`src/rtl/ecg_pkg.sv`:
```
// rtl/ecg_pkg.sv - shared widths and mode constants for the ECG baseline stage
package ecg_pkg;
    localparam int MODE_HP = 0;
    localparam int MODE_LP = 1;

    function automatic int clog2_min1(input int n);
        return (n <= 2) ? 1 : $clog2(n);
    endfunction

    function automatic int sum_width(input int dw, input int log2_win);
        return dw + log2_win;
    endfunction

    function automatic int out_width(input int dw);
        return dw + 1;
    endfunction
endpackage

```
`src/rtl/ecg_win_ram.sv`:
```
// rtl/ecg_win_ram.sv - simple dual-port window store, synchronous read with read enable
module ecg_win_ram #(
    parameter int DW    = 12,
    parameter int AW    = 3,
    parameter int DEPTH = 8
) (
    input  logic          clk,
    input  logic          wr_en,
    input  logic [AW-1:0] wr_addr,
    input  logic [DW-1:0] wr_data,
    input  logic          rd_en,
    input  logic [AW-1:0] rd_addr,
    output logic [DW-1:0] rd_data
);
    logic [DW-1:0] mem [DEPTH];

    // Gating the read keeps rd_data frozen while the pipeline is stalled.
    always_ff @(posedge clk) begin
        if (wr_en) begin
            mem[wr_addr] <= wr_data;
        end
        if (rd_en) begin
            rd_data <= mem[rd_addr];
        end
    end
endmodule

```
`src/rtl/ecg_baseline_mc.sv`:
```
// rtl/ecg_baseline_mc.sv - multi-channel moving-average baseline removal, two-stage pipeline
module ecg_baseline_mc
    import ecg_pkg::*;
#(
    parameter int CHANNELS = 2,
    parameter int DW       = 12,
    parameter int LOG2_WIN = 2,
    parameter int MODE     = MODE_HP,
    parameter int CW       = clog2_min1(CHANNELS)
) (
    input  logic                 clk,
    input  logic                 rst,
    input  logic                 in_valid,
    output logic                 in_ready,
    input  logic [CW-1:0]        in_ch,
    input  logic signed [DW-1:0] in_data,
    output logic                 out_valid,
    input  logic                 out_ready,
    output logic [CW-1:0]        out_ch,
    output logic signed [DW:0]   out_data,
    output logic                 out_settled,
    output logic                 ch_err
);
    localparam int WIN      = 1 << LOG2_WIN;
    localparam int SW       = sum_width(DW, LOG2_WIN);
    localparam int OW       = out_width(DW);
    localparam int FW       = LOG2_WIN + 1;
    localparam int AW       = CW + LOG2_WIN;
    localparam int DEPTH    = CHANNELS * WIN;
    localparam bit LOW_PASS = (MODE == MODE_LP);
    localparam logic [FW-1:0]       FILL_FULL = FW'(WIN);
    localparam logic [FW-1:0]       FILL_ONE  = FW'(1);
    localparam logic [LOG2_WIN-1:0] PTR_ONE   = LOG2_WIN'(1);

    logic [LOG2_WIN-1:0]  ptr  [CHANNELS];
    logic signed [SW-1:0] sum  [CHANNELS];
    logic [FW-1:0]        fill [CHANNELS];

    logic                 s1_valid;
    logic [CW-1:0]        s1_ch;
    logic signed [DW-1:0] s1_x;

    logic                 s2_valid;
    logic [CW-1:0]        s2_ch;
    logic signed [DW-1:0] s2_x;
    logic signed [SW-1:0] s2_sum;
    logic [FW-1:0]        s2_fill;
    logic [LOG2_WIN-1:0]  s2_ptr;

    logic                 advance;
    logic                 accept;
    logic                 ch_ok;
    logic                 fwd;
    logic [LOG2_WIN-1:0]  s1_ptr;
    logic signed [SW-1:0] s1_sum;
    logic [FW-1:0]        s1_fill;
    logic signed [DW-1:0] rd_data;
    logic signed [DW-1:0] old_eff;
    logic signed [SW-1:0] sum_next;
    logic signed [SW-1:0] mean_full;
    logic signed [DW-1:0] mean;
    logic [FW-1:0]        fill_next;
    logic signed [OW-1:0] result;

    generate
        if (CHANNELS < (1 << CW)) begin : g_ch_chk
            assign ch_ok = (in_ch < CW'(CHANNELS));
        end else begin : g_ch_all
            assign ch_ok = 1'b1;
        end
    endgenerate

    assign advance  = !out_valid || out_ready;
    assign in_ready = !rst && (!s1_valid || advance);
    assign accept   = in_valid && in_ready;

    ecg_win_ram #(
        .DW    (DW),
        .AW    (AW),
        .DEPTH (DEPTH)
    ) u_ram (
        .clk     (clk),
        .wr_en   (advance && s2_valid),
        .wr_addr ({s2_ch, s2_ptr}),
        .wr_data (s2_x),
        .rd_en   (advance && s1_valid),
        .rd_addr ({s1_ch, s1_ptr}),
        .rd_data (rd_data)
    );

    // S2 commits the same channel on this edge, so S1 must take its results, not the arrays.
    always_comb begin
        fwd     = s2_valid && (s2_ch == s1_ch);
        s1_ptr  = fwd ? s2_ptr + PTR_ONE : ptr[s1_ch];
        s1_sum  = fwd ? sum_next : sum[s1_ch];
        s1_fill = fwd ? fill_next : fill[s1_ch];
    end

    always_comb begin
        old_eff   = (s2_fill < FILL_FULL) ? '0 : rd_data;
        sum_next  = s2_sum + SW'(s2_x) - SW'(old_eff);
        mean_full = sum_next >>> LOG2_WIN;
        mean      = DW'(mean_full);
        fill_next = (s2_fill == FILL_FULL) ? s2_fill : s2_fill + FILL_ONE;
        result    = LOW_PASS ? OW'(mean) : OW'(s2_x) - OW'(mean);
    end

    always_ff @(posedge clk) begin
        if (rst) begin
            s1_valid    <= 1'b0;
            s2_valid    <= 1'b0;
            out_valid   <= 1'b0;
            out_ch      <= '0;
            out_data    <= '0;
            out_settled <= 1'b0;
            ch_err      <= 1'b0;
            for (int i = 0; i < CHANNELS; i++) begin
                ptr[i]  <= '0;
                sum[i]  <= '0;
                fill[i] <= '0;
            end
        end else begin
            if (accept && !ch_ok) begin
                ch_err <= 1'b1;
            end
            if (in_ready) begin
                s1_valid <= accept && ch_ok;
            end
            if (accept && ch_ok) begin
                s1_ch <= in_ch;
                s1_x  <= in_data;
            end
            if (advance) begin
                s2_valid  <= s1_valid;
                s2_ch     <= s1_ch;
                s2_x      <= s1_x;
                s2_sum    <= s1_sum;
                s2_fill   <= s1_fill;
                s2_ptr    <= s1_ptr;
                out_valid <= s2_valid;
                if (s2_valid) begin
                    out_ch        <= s2_ch;
                    out_data      <= result;
                    out_settled   <= (fill_next == FILL_FULL);
                    ptr[s2_ch]    <= s2_ptr + PTR_ONE;
                    sum[s2_ch]    <= sum_next;
                    fill[s2_ch]   <= fill_next;
                end
            end
        end
    end
endmodule

```
`config.mk`:
```
export PLATFORM = sky130hd
export DESIGN_NAME = ecg_baseline_mc
export DESIGN_NICKNAME = d
export VERILOG_FILES = /design/src/rtl/ecg_pkg.sv /design/src/rtl/ecg_win_ram.sv /design/src/rtl/ecg_baseline_mc.sv
export SDC_FILE = /design/constraint.sdc
export NUM_CORES = 1
export LEC_CHECK = 0
export BUFFER_PORTS_ARGS = -buffer_cell sky130_fd_sc_hd__clkbuf_2
export CAP_MARGIN = 10
export CORE_MARGIN = 8
export CORE_UTILIZATION = 39
export DETAILED_ROUTE_END_ITERATION = 12
export GPL_TIMING_DRIVEN = 0
export HOLD_SLACK_MARGIN = 0.08
export PLACE_DENSITY_LB_ADDON = 0.05
export SYNTH_ARGS = -nofsm -noshare
export SYNTH_HDL_FRONTEND = slang
export SYNTH_SLANG_ARGS = --single-unit
```
`constraint.sdc`:
```
create_clock -name clk -period 5.4 [get_ports clk]
set_input_delay 1.62 -clock clk [delete_from_list [all_inputs] [get_ports clk]]
set_output_delay 1.62 -clock clk [all_outputs]
set_load 0.02 [all_outputs]
```
# Word-level counts from Yosys, hierarchy flattened
# Memories as Yosys holds them, arrays and structs flattened. A register that Yosys moved wholly into a read port is not among the register bits.
# Cells that the tools add are included.
dict set report totals {
  regBits 46
  mem_bits_rw 134
  inputBits 17
  output_inout_bits 18
  elab_cells 62
  n_memories 4
}
dict set report classes {
  add_sub_neg 5
  order_cmp 1
  eq_ne 3
  mux 21
  bitwise_logic 1
  reduce_logical 16
}
# name depth word_bits read_ports rd_clocked_by_memory_dff write_ports line
set memory_table {}
lappend memory_table {u_ram.mem 8 12 1 1 1 ecg_win_ram.sv:15} ;# logic [DW-1:0] mem [DEPTH];
lappend memory_table {sum 2 14 1 1 2 ecg_baseline_mc.sv:36} ;# logic signed [SW-1:0] sum [CHANNELS];
lappend memory_table {fill 2 3 1 1 2 ecg_baseline_mc.sv:37} ;# logic [FW-1:0] fill [CHANNELS];
lappend memory_table {ptr 2 2 1 1 2 ecg_baseline_mc.sv:35} ;# logic [LOG2_WIN-1:0] ptr [CHANNELS];
# op n
set ops {}
lappend ops {{two-way mux 1 bit} 15}
lappend ops {{adder 14 x 12 -> 14 bit} 1}
lappend ops {{two-way mux 14 bit} 1}
lappend ops {{OR reduction 14 bit} 1}
lappend ops {{subtractor 14 x 12 -> 14 bit} 1}
lappend ops {{subtractor 12 x 12 -> 13 bit} 1}
lappend ops {{two-way mux 12 bit} 1}
lappend ops {{== test 3 bit, second input constant} 2}
lappend ops {{two-way mux 3 bit} 2}
lappend ops {{AND reduction 2 bit} 3}
lappend ops {{logical AND 1 bit} 5}
lappend ops {{two-way mux 2 bit} 2}
lappend ops {{adder 3 x 1 -> 3 bit, second input constant} 1}
lappend ops {{zero test 1 bit} 3}
lappend ops {{< comparator 3 bit, second input constant} 1}
lappend ops {{OR reduction 3 bit} 1}
lappend ops {{adder 2 x 1 -> 2 bit, second input constant} 1}
lappend ops {{logical OR 1 bit} 2}
lappend ops {{OR reduction 2 bit} 1}
lappend ops {{== test 1 bit} 1}
lappend ops {{inverter 1 bit} 1}

# Longest topological paths before layout
dict set report logic_depth {
  ltp_word 7
  ltp_mapped 19
  depth_no_buf 18
}

# Cells and area by module
# From an unflattened synthesis, not the netlist that was laid out.
dict set report unflattened {
  hier_cells 684
  hier_area_um2 9669.3
}
# module instances cells_each area_per_inst_um2 seq_area_each_um2
set by_module_without_submodules {}
lappend by_module_without_submodules {ecg_baseline_mc 1 520 5561.6 2872.8}
lappend by_module_without_submodules {ecg_win_ram 1 164 4107.7 3243.1}

# Worst setup path after synthesis
# No wires, ideal clock.
dict set report synth_path {
  path_type {reg-to-reg}
  startpoint {register s2_fill[2] (read register of fill)}
  endpoint {register out_data[11]}
  setup_ps 125
  arrival_ps 4270
  required_time_ps 5275
  slack_ps 1005
  path_stages_with_launch 19
  n_path_buf 1
  synth_period_minus_slack_ps 4395
  path_cell_list {edfxtp_1 clkbuf_1 and2_1 fa_1 inv_1 fa_1 a21o_1 a21oi_1 xor2_1 ha_1 a21oi_1 nand2_1 maj3_1 o21ba_1 a2111oi_0 o31ai_1 a21oi_1 or3b_1 nand3_1}
}
dict set report synth_via {
  elab_chain_cells 4
}
# element line
set synth_lines {}
lappend synth_lines {{from (decl)} ecg_baseline_mc.sv:47} ;# logic [FW-1:0] s2_fill;
lappend synth_lines {{< comparator 3 bit} ecg_baseline_mc.sv:100} ;# old_eff = (s2_fill < FILL_FULL) ? '0 : rd_data;
lappend synth_lines {{two-way mux 12 bit} ecg_baseline_mc.sv:100}
lappend synth_lines {{subtractor 14 x 12 -> 14 bit} ecg_baseline_mc.sv:101} ;# sum_next = s2_sum + SW'(s2_x) - SW'(old_eff);
lappend synth_lines {{subtractor 12 x 12 -> 13 bit} ecg_baseline_mc.sv:105} ;# result = LOW_PASS ? OW'(mean) : OW'(s2_x) - OW'(mean);
lappend synth_lines {{to (signal assigned)} ecg_baseline_mc.sv:143} ;# out_data <= result;
lappend synth_lines {{to (decl)} ecg_baseline_mc.sv:20} ;# output logic signed [DW:0] out_data,
# Every way passes these cells.
# A chain may end at the register's enable or synchronous reset.

# Worst setup path after layout
dict set report layout_path {
  startpoint {register s2_x[1]}
  endpoint {register out_data[11]}
}
dict set report layout_via {
  elab_chain_cells 3
}
# element line
set layout_lines {}
lappend layout_lines {{from (decl)} ecg_baseline_mc.sv:45} ;# logic signed [DW-1:0] s2_x;
lappend layout_lines {{from (signal assigned)} ecg_baseline_mc.sv:136} ;# s2_x <= s1_x;
lappend layout_lines {{adder 14 x 12 -> 14 bit} ecg_baseline_mc.sv:101}
lappend layout_lines {{subtractor 14 x 12 -> 14 bit} ecg_baseline_mc.sv:101}
lappend layout_lines {{subtractor 12 x 12 -> 13 bit (*)} ecg_baseline_mc.sv:105}
# Mark *: on every way between the ends. The rest lies on a longest branch, timed or not.

==> impl_metrics.tcl <==
set metrics [dict create \
    final_nets 795 \
    first_pass_iters 4 \
    rr_endpoint "out_data[11]" \
    intPower_mw 3.274 \
    final_util_pct 46.09 \
    antenna_found_initial 1 \
    fp.coreArea_mm2 0.02418 \
    avgRoutedWirePerCell_um 20.97 \
    syn-num-nets 724 \
    cts_made_buffers 24 \
    syn_to_final_growth_pct 16.60 \
    hold_buffers 0 \
    overflow 0 \
    finalPower_mw 4.551 \
    start_util_pct 39.53 \
    ys_seq_area_share_pct 64.00 \
    diodes 0 \
    clk-insertion-delay-late_ps 530 \
    die_y_um 172.5 \
    ys.flop_type "edfxtp_1" \
    root_buffer "clkbuf_16" \
    grt_setup_unrepaired "no" \
    grt_pass1_wl_mm 34.44 \
    viasPerCell 5.111 \
    syn_avg_cell_area_um2 14.26 \
    design_area_mm2 0.01114 \
    cp_slowest_stage_delay_ps 600 \
    hold_path.class "flip-flop to flip-flop" \
    critPathKind "flip-flop to flip-flop" \
    grt_usage_pct 15.09 \
    holdCritStartpoint "s1_x[3]" \
    drt_wl_total_mm 22.71 \
    slew-limit-headroom_pct 24.88 \
    hold_end "s2_x[3]" \
    ff2ff_path_depth 17 \
    io_pins 35 \
    drive_gt1_share_pct 20.55 \
    clkTransAtPathRegs_ps 60 \
    mostFrequentLayoutCell "edfxtp_1" \
    ant_nets 0 \
    fin_hold_ws_ps 412.7 \
    fin_worst_skew_ps 20.09 \
    period_needed_ps 5152 \
    ys_ff_latch 210 \
    hold_viol 0 \
    pwr-share-comb_pct 21.5 \
    hpwl_mm 15.45 \
    vias 5535 \
    slowest_stage "edfxtp_1" \
    tightest_slew_ps 1118 \
    syn-cell-area_mm2 0.009557 \
    maxSlewViolCount 0 \
    htree_levels 1 \
    die_w_um 172.5 \
    power_frac_seq_pct 41.4 \
    yosysWarnings 0 \
    maxCapViolCount 0 \
    critPathLaunchType "flip-flop" \
    r2r-start "s2_x[1]" \
    critPathMaxFanout 11 \
    cts_tree "done" \
    syn_inst 670 \
    first_iter_violations 414 \
    drc 0 \
    crit_chain "inv_1 -> fa_1 -> inv_1 -> fa_1 -> a21o_1 -> a21oi_1 -> xor2_2 -> ha_1 -> a21oi_1 -> nand2_1 -> maj3_1 -> o21ba_1 -> a2111oi_0 -> o31ai_1 -> a21oi_2 -> or3b_1 -> nand3_1" \
    clock_power_share_pct 37.1 \
    finalSetupViolCount 0 \
    rrSetupSlack_ps 250 \
    most-common-layout-cells "edfxtp_1, nor2_1, inv_1" \
    max-vdd-ir-drop_mv 0.2115 \
    power_leakage_nw 4.075 \
    synth_edf_count 191 \
    holdPathStages 0 \
    fin_crit_sh_pct 95.41 \
    synthArstFlopShare_pct 0 \
    status "finished, final reports clean" \
    critPathCaptureType "flip-flop" \
    place_congestion 0.7874 \
    powerDensity_mw_per_mm2 408.4 \
    yosysUniqueCellTypes 57 \
    placed_cell_area_mm2 0.01028 \
    grt_pass1_vias 5728 \
    p_sw_share_pct 28.06 \
    numPortBuffers 32 \
    crit_buf_inv 2 \
    clockBufferDepth 3 \
    fmax_mhz 194.1 \
    cts.sinks 210 \
    dieArea_mm2 0.02977 \
    critPathTopFamily "adder cells" \
    cp.required_ps 5800 \
    num_rows 57 \
    cp.arrival_ps 5560 \
    grt_max_degree 21 \
    power_switching_mw 1.277 \
]
## logic make-up (layout without fill, tap and decap cells)
family,after synthesis,count (layout),share of synthesized area [%]
xor+xnor,29,29,2.933
flops,210,210,64.00
compound gates,93,93,6.507
mux,44,44,7.947
fa+ha+maj,44,44,6.716
other cells,1,1,0.03924
simple gates,159,159,8.248
buf+inv,90,179,3.613
## flip-flops by register name, indices dropped and copies added (netlist names), 4 cells and up, named ones only
signal         cells
fill               6
out_data          13
ptr                4
s1_x              12
s2_sum            14
s2_x              12
sum               28
u_ram.mem         96
u_ram.rd_data     12
## through the flow
stage	TNS (ps)	setup slack [ps]	std cells
floorplan	0	1005	670
global placement	-15240	-486.6	1026
detailed placement	-38.69	-38.69	1036
CTS	0	16.72	1080
global route	0	11.29	1083
finish	0	247.8	1083
## cell type report
class / instances / area, um^2
Sequential cell: 210 / 6116
Buffer: 28 / 112.6
Fill cell: 2164 / 13030
Clock inverter: 14 / 191.4
Multi-Input combinational cell: 370 / 3156
Timing Repair Buffer: 46 / 300.3
Inverter: 61 / 229.0
Tap cell: 324 / 405.4
Clock buffer: 30 / 633.1
## how the worst max path moves through the flow
stage	start	endpoint	slack, ps	cells past startpoint
after floorplan	s2_fill[2]	out_data[11]	1010	18
final	s2_x[1]	out_data[11]	250	17
after global placement	out_ready	u_ram.mem[2][6]	-490	7
after CTS	s2_fill[2]	out_data[11]	20	18
after global routing	s2_x[1]	out_data[11]	10	17
after detailed placement	s2_fill[2]	out_data[11]	-40	18
## per-layer routing
| layer | share of wire [%] | wire length, um | vias to the layer above | global-route usage (%) |
|---|---|---|---|---|
| li1 | - | - | 2576 | - |
| met1 | 46 | 10490 | 2796 | 20.47 |
| met2 | 48 | 10880 | 127 | 24.79 |
| met3 | 4.1 | 922 | 34 | 2.570 |
| met4 | 1.8 | 404 | 2 | 3.769 |
| met5 | 0.053 | 12 | - | 0 |
## timing repair
action                                 4_1_cts  5_1_grt
pin swaps                                    0        0
endpoints found under the hold margin        0        0
setup endpoints to repair                    1        2
buffers inserted                             0        3
gates resized for setup                      1        1
## Yosys cell counts (3+ instances only)
library cell	instances	share of area, %
a211o_1	3	0.27
a211oi_1	21	1.6
a21o_1	4	0.31
a21oi_1	33	1.7
a21oi_2	3	0.27
and2_1	13	0.85
buf_2	3	0.16
clkbuf_1	25	0.98
dfxtp_1	19	4.0
edfxtp_1	191	60
fa_1	14	2.9
ha_1	23	3.0
inv_1	61	2.4
maj3_1	4	0.42
maj3_2	3	0.35
mux2_2	15	1.8
mux2i_1	5	0.52
mux4_2	24	5.7
nand2_1	23	0.90
nand2b_1	6	0.39
nand3_1	6	0.31
nor2_1	67	2.6
nor2b_1	15	0.98
nor3_1	8	0.42
nor3b_1	4	0.31
nor4_1	3	0.20
o21a_1	3	0.24
o21ai_0	12	0.63
or2_2	3	0.20
xnor2_1	23	2.1
xor2_1	4	0.37
## power by group through the flow
stage / logic (mW) / registers, mW / clock network, mW
6_report: 0.979 / 1.88 / 1.69
5_1_grt: 1.09 / 1.89 / 1.78
4_1_cts: 0.978 / 1.88 / 1.73
3_5_place_dp: 0.965 / 1.92 / 0
3_3_place_gp: 0.949 / 1.92 / 0
2_1_floorplan: 0.719 / 1.92 / 0
Power figures use the tool's default switching activity.
